[config.mk]
export PLATFORM = sky130hd
export DESIGN_NAME = pintar_capas
export DESIGN_NICKNAME = d
export VERILOG_FILES = /design/src/rtl/pintar_capas.sv
export SDC_FILE = /design/constraint.sdc
export NUM_CORES = 1
export LEC_CHECK = 0
export ABC_AREA = 0
export CORE_ASPECT_RATIO = 0.75
export CORE_MARGIN = 3
export CORE_UTILIZATION = 55
export DETAILED_ROUTE_END_ITERATION = 8
export PLACE_DENSITY = 0.86
export SKIP_LAST_GASP = 1
export SYNTH_ARGS = -nofsm -noshare
export SYNTH_HDL_FRONTEND = slang
export SYNTH_SLANG_ARGS = --single-unit
[constraint.sdc]
create_clock -name clk -period 1.8 [get_ports clk]
set_clock_uncertainty 0.15 [all_clocks]
set_input_delay 0.54 -clock clk [delete_from_list [all_inputs] [get_ports clk]]
set_output_delay 0.54 -clock clk [all_outputs]
set_load 0.03 [all_outputs]
[src/rtl/pintar_capas.sv]
// Two-stage layered pixel painter: player, obstacles, verge, background.
// Also reports whether the player touched any obstacle during each frame.
module pintar_capas #(
  parameter int N_OBST    = 3,
  parameter int ANCHO     = 65,
  parameter int ALTO      = 70,
  parameter int Y_JUGADOR = 390,
  parameter int BORDE_IZQ = 215,
  parameter int BORDE_DER = 405,
  parameter int H_ACTIVO  = 640,
  parameter int V_ACTIVO  = 480
) (
  input  logic                  clk,
  input  logic                  iReset_n,
  input  logic [10:0]           iPixelX,
  input  logic [9:0]            iPixelY,
  input  logic                  iPixelValido,
  input  logic                  iPintarCarros,
  input  logic                  iPintarJugador,
  input  logic [10*N_OBST-1:0]  iPosX,
  input  logic [9*N_OBST-1:0]   iPosY,
  input  logic [9:0]            iPosJugador,
  output logic [2:0]            oColorRGB,
  output logic                  oPixelValido,
  output logic                  oColision,
  output logic                  oColisionPulso
);

  localparam logic [11:0] AN   = 12'(ANCHO);
  localparam logic [11:0] AL   = 12'(ALTO);
  localparam logic [11:0] YJ   = 12'(Y_JUGADOR);
  localparam logic [11:0] YJF  = 12'(Y_JUGADOR + ALTO);
  localparam logic [11:0] BIZ  = 12'(BORDE_IZQ);
  localparam logic [11:0] BDE  = 12'(BORDE_DER);
  localparam logic [11:0] VA   = 12'(V_ACTIVO);
  localparam logic [11:0] XFIN = 12'(H_ACTIVO - 1);
  localparam logic [11:0] YFIN = 12'(V_ACTIVO - 1);

  localparam logic [2:0] C_JUG   = 3'd7;
  localparam logic [2:0] C_OBS   = 3'd1;
  localparam logic [2:0] C_BORDE = 3'd3;
  localparam logic [2:0] C_FONDO = 3'd0;

  typedef enum logic [1:0] {
    ESPERA,
    ACUM,
    REPORTE
  } estado_t;

  logic [11:0] x_w;
  logic [11:0] y_w;
  logic [11:0] pj_x;
  logic [11:0] pj_xf;

  assign x_w   = {1'b0, iPixelX};
  assign y_w   = {2'b0, iPixelY};
  assign pj_x  = {2'b0, iPosJugador};
  assign pj_xf = pj_x + AN;

  logic [N_OBST-1:0] hit_obs;
  logic              hit_jug;
  logic              hit_borde;

  // Obstacles running off the bottom reappear at the top rows.
  for (genvar k = 0; k < N_OBST; k++) begin : g_obs
    logic [11:0] ox;
    logic [11:0] oy;
    logic [11:0] ox_f;
    logic [11:0] oy_f;
    logic        en_x;
    logic        en_y;
    logic        en_wrap;

    assign ox      = {2'b0, iPosX[10*k +: 10]};
    assign oy      = {3'b0, iPosY[9*k +: 9]};
    assign ox_f    = ox + AN;
    assign oy_f    = oy + AL;
    assign en_x    = (x_w >= ox) && (x_w < ox_f);
    assign en_y    = (y_w >= oy) && (y_w < oy_f);
    assign en_wrap = (oy_f > VA) && (y_w < (oy_f - VA));
    assign hit_obs[k] = en_x && (en_y || en_wrap);
  end

  assign hit_jug = (x_w >= pj_x) && (x_w < pj_xf) &&
                   (y_w >= YJ) && (y_w < YJF);

  assign hit_borde = (x_w < BIZ) || (x_w > BDE);

  logic              en_carros;
  logic              en_jug;

  assign en_carros = iPixelValido && iPintarCarros;
  assign en_jug    = iPixelValido && iPintarJugador;

  // Stage 1: gated per-layer flags plus frame markers.
  logic [N_OBST-1:0] obs_d, obs_q;
  logic              jug_d, jug_q;
  logic              borde_d, borde_q;
  logic              val1_d, val1_q;
  logic              ori_d, ori_q;
  logic              fin_d, fin_q;

  assign obs_d   = hit_obs & {N_OBST{en_carros}};
  assign jug_d   = hit_jug && en_jug;
  assign borde_d = hit_borde && en_carros;
  assign val1_d  = iPixelValido;
  assign ori_d   = iPixelValido && (x_w == 12'd0) && (y_w == 12'd0);
  assign fin_d   = iPixelValido && (x_w == XFIN) && (y_w == YFIN);

  always_ff @(posedge clk or negedge iReset_n) begin
    if (!iReset_n) begin
      obs_q   <= '0;
      jug_q   <= 1'b0;
      borde_q <= 1'b0;
      val1_q  <= 1'b0;
      ori_q   <= 1'b0;
      fin_q   <= 1'b0;
    end else begin
      obs_q   <= obs_d;
      jug_q   <= jug_d;
      borde_q <= borde_d;
      val1_q  <= val1_d;
      ori_q   <= ori_d;
      fin_q   <= fin_d;
    end
  end

  // Stage 2: priority resolve; every obstacle channel shares one colour.
  logic [2:0] color_d, color_q;
  logic       val2_q;

  always_comb begin
    color_d = C_FONDO;
    if (jug_q) begin
      color_d = C_JUG;
    end else if (|obs_q) begin
      color_d = C_OBS;
    end else if (borde_q) begin
      color_d = C_BORDE;
    end
  end

  always_ff @(posedge clk or negedge iReset_n) begin
    if (!iReset_n) begin
      color_q <= C_FONDO;
      val2_q  <= 1'b0;
    end else begin
      color_q <= color_d;
      val2_q  <= val1_q;
    end
  end

  assign oColorRGB    = color_q;
  assign oPixelValido = val2_q;

  // Frame collision tracker, fed from stage 1.
  estado_t est_d, est_q;
  logic    acc_d, acc_q;
  logic    col_d, col_q;
  logic    pul_d, pul_q;
  logic    choque;

  assign choque = jug_q && (|obs_q);

  always_comb begin
    est_d = est_q;
    acc_d = acc_q;
    col_d = col_q;
    pul_d = 1'b0;
    unique case (est_q)
      ESPERA: begin
        if (ori_q) begin
          est_d = ACUM;
          acc_d = 1'b0;
        end
      end
      ACUM: begin
        if (ori_q) begin
          acc_d = 1'b0;
        end else begin
          acc_d = acc_q || choque;
          if (fin_q) begin
            est_d = REPORTE;
          end
        end
      end
      REPORTE: begin
        col_d = acc_q;
        pul_d = 1'b1;
        est_d = ESPERA;
        if (ori_q) begin
          est_d = ACUM;
          acc_d = 1'b0;
        end
      end
      default: begin
        est_d = ESPERA;
        acc_d = 1'b0;
      end
    endcase
  end

  always_ff @(posedge clk or negedge iReset_n) begin
    if (!iReset_n) begin
      est_q <= ESPERA;
      acc_q <= 1'b0;
      col_q <= 1'b0;
      pul_q <= 1'b0;
    end else begin
      est_q <= est_d;
      acc_q <= acc_d;
      col_q <= col_d;
      pul_q <= pul_d;
    end
  end

  assign oColision      = col_q;
  assign oColisionPulso = pul_q;

endmodule

==> results of run 1 <==
==> per-stage QoR <==
| step | hold WS, ns | std cells | utilization, % |
|---|---|---|---|
| after floorplan | 0.0944 | 644 | - |
| after global placement | 0.216 | 1069 | 87.9 |
| after detailed placement | 0.216 | 1069 | 87.9 |
==> cell families after synthesis <==
group | Yosys count | share of synthesized area (%)
compound gates | 191 | 25.1
mux | 1 | 0.212
xor+xnor | 58 | 9.57
simple gates | 141 | 15.0
fa+ha+maj | 154 | 36.3
flops | 17 | 8.01
buf+inv | 82 | 5.87
==> key figures, run 1 <==
Clocking
  • Number of setup buffers added after CTS: 33
  • Clk root buf: clkbuf_16
  • Cts repair resizes: 318
  • Max Buffers Root-to-Sink: 2
  • Hold_buf cts: 0
  • CTS buffer count: 3
  • Sink Count: 17
  • H-Tree Depth: 1

Logic synthesis
  • Synth area leader: ha_1
  • Synth top area share: roughly 36%
  • Count leader, synth: ha_1
  • Synth cell count leaders: 154 x ha_1, 80 x inv_1, 52 x xnor2_1
  • Post-synth top flop: dfrtp_1
  • Synth top area cells: ha_1 36%, xnor2_1 8.6%, dfrtp_1 8.0%, inv_1 5.7%, o21ai_0 3.6%
  • Sequential share of the synthesized area: under 10%
  • Mean Syn Cell Area: between 8 and 9 um^2
  • YS warnings: 0
  • Post-Syn Nets: between 800 and 900
  • Netlist cell types: 62
  • Mapped cell area: about 5300 um^2
  • Syn Inst Count: between 600 and 700
  • EDFF count, synth: 0
  • Asr flop ratio synth: between 90% and 100%
  • #FFs+latches synth: 17

Die
  • FP Rows: 30
  • Chip Width: 119 um
  • Die Y: 91.1 um
  • Initial Util: around 57%
  • Num ports: just under 100

Placement
  • Buffers on Ports: 98
  • HPWL after DPL: around 18000 um
  • RePlAce Congestion: about 0.9
  • Placed Area: ~8000 um^2
  • Pre-CTS WS: -1.86 ns

Status
  • Outcome: aborted with a tool error
  • Err: [ERROR DPL-0033] detailed placement checks failed during check placement.
  • Stopping stage: clock tree synthesis (4_1_cts)
==> inputs of run 2 (changes only) <==
- CORE_ASPECT_RATIO: 0.75 -> default
- CORE_UTILIZATION: 55 -> 40
- PLACE_DENSITY: 0.86 -> default
- PLACE_DENSITY_LB_ADDON: default -> 0.15
==> run 2 against run 1 <==
  * The flow now finishes, with violations (negative setup slack)
  * Synthesized area did not move
  * Synthesized cell count unchanged
==> key figures, run 2 <==
Placement
  • Buffers on Ports: 98 (unchanged)
  • HPWL after DPL: 14400 um (-19%)
  • Placed Area: 8230 um^2 (+1.4%)
  • Pre-CTS WS: -1.64 ns (+0.214 ns)
  • Placed Cells: 1118 (+4.6%)
  • RePlAce Congestion: 0.871 (-5.1%)

Run
  • Max Cap Viol: 0

Logic synthesis
  • Post-synth top flop: dfrtp_1
  • Synth Area in Adders: 36.3% (unchanged)
  • Synth area leader: ha_1
  • Synth cell count leaders: 154 x ha_1, 80 x inv_1, 52 x xnor2_1
  • #FFs+latches synth: 17 (unchanged)
  • Netlist cell types: 62 (unchanged)
  • Post-Syn Nets: 891 (unchanged)
  • Synth top area share: 36.3% (unchanged)
  • Mean Syn Cell Area: 8.24 um^2 (unchanged)
  • Synth top area cells: ha_1 36%, xnor2_1 8.6%, dfrtp_1 8.0%, inv_1 5.7%, o21ai_0 3.6%
  • Post-synthesis xor/xnor area fraction: 9.57% (unchanged)
  • Syn Inst Count: 644 (unchanged)
  • Mapped cell area: 5310 um^2 (unchanged)
  • Count leader, synth: ha_1
  • Sequential share of the synthesized area: 8.01% (unchanged)
  • Complex-gate fraction of the synthesized area: 25.1% (unchanged)
  • YS warnings: 0 (unchanged)
  • EDFF count, synth: 0 (unchanged)
  • Asr flop ratio synth: 100% (unchanged)
  • Post-synthesis mux area share: 0.212% (unchanged)
  • Largest family of logic cells by synthesized area: adder cells
  • Simple-Gate Fraction of Synth Area: 15.0% (unchanged)

Clocking
  • Sink Count: 17 (unchanged)
  • Clk root buf: clkbuf_16
  • Worst-skew pair later-pin latency: roughly 0.25 ns
  • CTS buffer count: 3 (unchanged)
  • Hold_buf cts: 0 (unchanged)
  • Clock-pin slew on the worst setup and hold paths: 0.05 ns
  • TritonCTS clock tree: done
  • H-Tree Depth: 1 (unchanged)
  • Max Buffers Root-to-Sink: 2 (unchanged)

Worst setup path
  • Worst EP arrival: between 2 and 3 ns
  • Critical Path Sink Type: flop
  • WS Path Type: input port to flop
  • Crit-path max FO: 3
  • CP startpoint kind: input port
  • Worst path required time: roughly 1.8 ns

Timing
  • Hold slack: roughly 0.20 ns
  • Final period util: 155%
  • Slew Viols, Final: 0
  • Max_slew headroom: a little under two thirds
  • Setup TNS Final: -3.01 ns
  • Minimum clock period after layout: between 2 and 3 ns
  • Final Hold Vio Count: 0
  • RSZ-0062 raised after global routing: yes
  • Maximum clock frequency: between 300 and 400 MHz
  • Worst-margin pin slew: approximately 0.53 ns
  • # setup viols final: 5
  • Final worst slack: -0.985 ns

Global route
  • Initial antenna violation count: 0
  • Total grt overflow: 0
  • First-pass GRT wire length: roughly 30000 um
  • Vias in the first global route: about 6600
  • Total global-route track usage: about a quarter
  • Largest net degree at the start of global routing: 18

Power
  • Worst VDD drop: 0.000295 V
  • PD cells: between 300 and 400 nW/um^2
  • Overall Power: ~3.1 mW
  • Leakage power: approximately 4.6 nW

Detailed routing
  • DRC: 0
  • Via count: 6315
  • WL final: around 18000 um
  • Post-DR wirelength/cell: 15.8 um
  • Starting DRC count in detailed routing: 256
  • DR pass1 iterations: 5
  • Antenna viol nets, final: 0
  • Post-DR vias/cell: 5.44

Cells and area
  • Commonest non-fill, non-tap cell in the layout: buf_4
  • Area growth, synth to finish: 75.3%
  • Fillers: 940
  • Final Instance Area: about 9300 um^2
  • Most frequent cells in the layout: 213 x buf_4, 145 x ha_1, 56 x inv_1, 43 x xnor2_1, 36 x buf_6
  • Share of cells above drive strength 1: 41.0%
  • N_diodes: 0
  • Final Non-Filler Cells: between 1000 and 1500
  • Nets: around 1200
  • Fin util: about 73%

Die
  • Initial Util: 41.6% (-16 points)
  • Die Y: 121 um (+33%)
  • DIE AREA: approximately 15000 um^2
  • Chip Width: 121 um (+1.5%)
  • Core area: between 10000 and 15000 um^2
  • FP Rows: 41 (+37%)
  • Num ports: 99 (unchanged)

Min path
  • Hold crit path type: flop to flop

Status
  • Outcome: complete, but fails checks
  • Failing checks: negative setup slack
-- run 2: what timing repair did --
item	in CTS	in global routing
gates resized for setup	295	84
endpoints found under the setup margin	13	7
pin swaps	98	78
endpoints found under the hold margin	0	0
gates cloned	0	1
buffers inserted	35	16
-- run 2: layout make-up --
cell class,instances,area [um^2],share of cell area (%)
clock buffer,3,75.1,0.807
clock inverter,1,5.00,0.0538
inverter,80,333,3.58
multi-input combinational,545,5300,56.9
sequential,17,425,4.57
tap,172,215,2.31
timing repair buffer,343,2960,31.8
-- run 2: path summary, 6_finish.rpt --
path                            from           end  slack [ns]  depth (start not counted)
setup / recovery           iPosX[20]      obs_q[2]       -0.99                         13
hold / removal                val1_q  oPixelValido        0.20                          0
setup reg to reg            obs_q[1]  oColorRGB[0]        0.45                          2
hold reg to reg               val1_q  oPixelValido        0.20                          0
max in group asynchronous   iReset_n  oColorRGB[2]        0.84                          2
min in group asynchronous   iReset_n         ori_q        0.47                          2
-- run 2: power breakdown --
part	total [mW]	switching, mW	leakage (nW)	internal (mW)
sequential	0.396	0.00279	0.229	0.394
combinational	2.25	1.06	4.32	1.19
clock	0.441	0.144	0.0409	0.297
total	3.08	1.21	4.59	1.88
-- run 2: critical path: stages --
cell	delay (ns)
buf_6	0.09
ha_4	0.15
nand3_4	0.07
nor3_4	0.22
buf_4	0.17
o21ai_2	0.07
xnor2_1	0.24
ha_1	0.30
a21oi_2	0.20
o21ai_2	0.10
a2111oi_4	0.37
nand3b_1	0.13
o21ai_1	0.14
-- run 2: metal layers --
metal	track usage (%)	up-vias	routed length (um)
met1	29.1	2980	7850
met5	0	-	0
met4	4.62	0	293
met2	44.6	161	9440
li1	-	3136	-
met3	2.33	38	775
-- run 2: cell families (layout without fill, tap and decap cells) --
group           after synthesis  in the layout
xor+xnor                     58             58
compound gates              191            191
fa+ha+maj                   154            154
simple gates                141            141
flops                        17             17
buf+inv                      82            427
mux                           1              1
Note: power is estimated with default switching activity, not from simulation.
==> inputs of run 3 (changes only) <==
- ABC_CLOCK_PERIOD_IN_PS: default -> 2250
- clock period: 1.8 -> 2.25 ns (I/O delays scaled with it)
==> run 3 against run 2 <==
  * The flow still finishes with violations (negative setup slack)
  * Critical endpoint unchanged
  * Final area is 0.94% lower
  * Sequential power fell by 20%
  * Register-to-register slack improved by 0.44 ns
  * Die area stayed put
  * First-iteration DRC count is 5.1% higher
  * Setup slack better by 0.39 ns
  * Non-clock buffer count fell by 10
  * Critical path depth rose by 1
  * Clock-buffer cell count stayed put
==> key figures, run 3 (same netlist as run 2, synthesis figures left out) <==
Worst setup path
  • Critical Path Sink Type: flop
  • CP peak stage delay: 0.36 ns (about the same)
  • Worst EP arrival: 2.88 ns (+0.07 ns)
  • Worst path required time: 2.28 ns (+0.46 ns)
  • Crit-path max FO: 3 (unchanged)
  • R2R depth: 2 (unchanged)
  • WS Path Type: input port to flop
  • CP startpoint kind: input port
  • CP Cell Sequence: buf_8 > ha_4 > nand3_4 > nor3_4 > buf_4 > buf_4 > o21ai_2 > xnor2_1 > ha_1 > a21oi_2 > o21ai_2 > a2111oi_4 > nand3b_1 > o21ai_1
  • Crit-path slowest cell: a2111oi_4

Global route
  • Vias in the first global route: 6542 (-0.82%)
  • Total grt overflow: 0 (unchanged)
  • Largest net degree at the start of global routing: 18 (unchanged)
  • First-pass GRT wire length: 29300 um (+0.31%)
  • Initial antenna violation count: 0 (unchanged)
  • Total global-route track usage: 23.7% (+0.059 points)

Die
  • Die Y: 121 um (unchanged)
  • Chip Width: 121 um (unchanged)
  • Num ports: 99 (unchanged)
  • FP Rows: 41 (unchanged)
  • Core area: 12800 um^2 (unchanged)
  • Initial Util: 41.6% (unchanged)
  • DIE AREA: 14700 um^2 (unchanged)

Timing
  • RSZ-0062 raised after global routing: yes
  • Final worst slack: -0.599 ns (+0.386 ns)
  • Final period util: 127%
  • Minimum clock period after layout: around 2.8 ns
  • # setup viols final: 4 (-1)
  • Worst-margin pin slew: 0.598 ns (+0.0677 ns)
  • Hold slack: 0.198 ns (-0.00489 ns)
  • Final Hold Vio Count: 0 (unchanged)
  • Maximum clock frequency: ~350 MHz
  • Setup TNS Final: -1.77 ns (+1.24 ns)
  • Max_slew headroom: 59.1% (-4.6 points)
  • Slew Viols, Final: 0 (unchanged)

Detailed routing
  • DR pass1 iterations: 5 (unchanged)
  • Via count: 6281 (-0.54%)
  • Post-DR wirelength/cell: 15.6 um (-1.4%)
  • Starting DRC count in detailed routing: 269 (+5.1%)
  • WL final: 17900 um (-2.3%)
  • Antenna viol nets, final: 0 (unchanged)
  • DRC: 0 (unchanged)
  • Post-DR vias/cell: 5.46 (+0.33%)

Cells and area
  • Nets: 1227 (-0.81%)
  • Most frequent cells in the layout: 220 x buf_4, 143 x ha_1, 52 x inv_1, 40 x xnor2_1, 40 x clkdlybuf4s50_1
  • Area growth, synth to finish: 73.6%
  • Fin util: 72.2% (-0.69 points)
  • Final Instance Area: 9220 um^2 (-0.94%)
  • Commonest non-fill, non-tap cell in the layout: buf_4
  • N_diodes: 0 (unchanged)
  • Share of cells above drive strength 1: 40.0% (-0.91 points)

Clocking
  • Max Buffers Root-to-Sink: 2 (unchanged)
  • Sink Count: 17 (unchanged)
  • Worst-skew pair later-pin latency: 0.25 ns (about the same)
  • H-Tree Depth: 1 (unchanged)
  • Hold_buf cts: 0 (unchanged)
  • Clock-pin slew on the worst setup and hold paths: 0.05 ns (about the same)
  • Clk root buf: clkbuf_16
  • TritonCTS clock tree: done
  • CTS buffer count: 3 (unchanged)

Placement
  • Pre-CTS WS: -1.36 ns (+0.280 ns)
  • Placed Area: 8230 um^2 (about the same)
  • Buffers on Ports: 98 (unchanged)
  • RePlAce Congestion: 0.882 (+1.3%)
  • HPWL after DPL: 14300 um (-0.16%)

Min path
  • Cells on Worst Hold Path: 0 (unchanged)
  • Hold crit path type: flop to flop

Status
  • Failing checks: negative setup slack
  • Outcome: complete, but fails checks

Run
  • Max Cap Viol: 0 (unchanged)

Power
  • Leakage power: 4.53 nW (-1.3%)
  • Worst VDD drop: 0.000235 V (-20%)
  • PD cells: 268 nW/um^2 (-19%)
run 3: cell count changes in the layout (fill, tap and decap cells not counted), sizes merged:
| cell | delta |
|---|---|
| buf | -7 |
| clkbuf | -8 |
| clkdlybuf4s15 | -7 |
| clkdlybuf4s50 | +21 |
| dlygate4sd2 | -14 |
| dlymetal6s2s | +5 |
run 3: final timing paths:
path                       startpoint      endpoint  slack (ns)
min in group asynchronous    iReset_n         acc_q        0.61
setup reg to reg             obs_q[1]  oColorRGB[0]        0.89
setup / recovery            iPosX[20]      obs_q[2]       -0.60
hold / removal                 val1_q  oPixelValido        0.20
hold reg to reg                val1_q  oPixelValido        0.20
max in group asynchronous    iReset_n      est_q[0]        1.16
run 3: metrics by stage:
step | power [mW] | instances
5_1_grt | 2.67 | 1151
6_report | 2.47 | 1151
3_3_place_gp | 1.81 | 1117
4_1_cts | 2.34 | 1141
2_1_floorplan | 1.08 | 644
3_5_place_dp | 1.88 | 1117
run 3: worst max-delay path, delay by kind of cell:
| kind | cells | cell delay, ns |
|---|---|---|
| compound gates | 5 | 0.79 |
| fa+ha+maj | 2 | 0.45 |
| xor+xnor | 1 | 0.25 |
| simple gates | 3 | 0.39 |
| buf+inv | 3 | 0.33 |
run 3: timing repair:
action                     in CTS  in global routing
setup endpoints to repair       5                  6
resized for setup             219                101
setup buffers                  20                 10
hold endpoints to repair        0                  0
pin swaps                      93                 75
run 3: power by group:
part	leakage (nW)	internal [mW]	switching, mW	total [mW]
clock network	0.0409	0.238	0.116	0.353
logic	4.26	0.947	0.849	1.80
registers	0.229	0.315	0.00245	0.317
total	4.53	1.50	0.967	2.47
run 3: final cells by class:
| cell class | count | area [um^2] |
|---|---|---|
| Clock buffer | 3 | 75.1 |
| Clock inverter | 1 | 5.00 |
| Fill cell | 925 | 3560 |
| Inverter | 80 | 335 |
| Multi-Input combinational cell | 545 | 5310 |
| Sequential cell | 17 | 425 |
| Tap cell | 172 | 215 |
| Timing Repair Buffer | 333 | 2860 |
run 3: routing by layer:
layer / share of wire, % / track usage, % / up-vias
met5: 0 / 0 / -
met4: 1.4 / 3.64 / 0
met3: 3.7 / 2.14 / 27
met2: 52 / 45.1 / 144
met1: 42 / 29.3 / 2992
li1: - / - / 3118
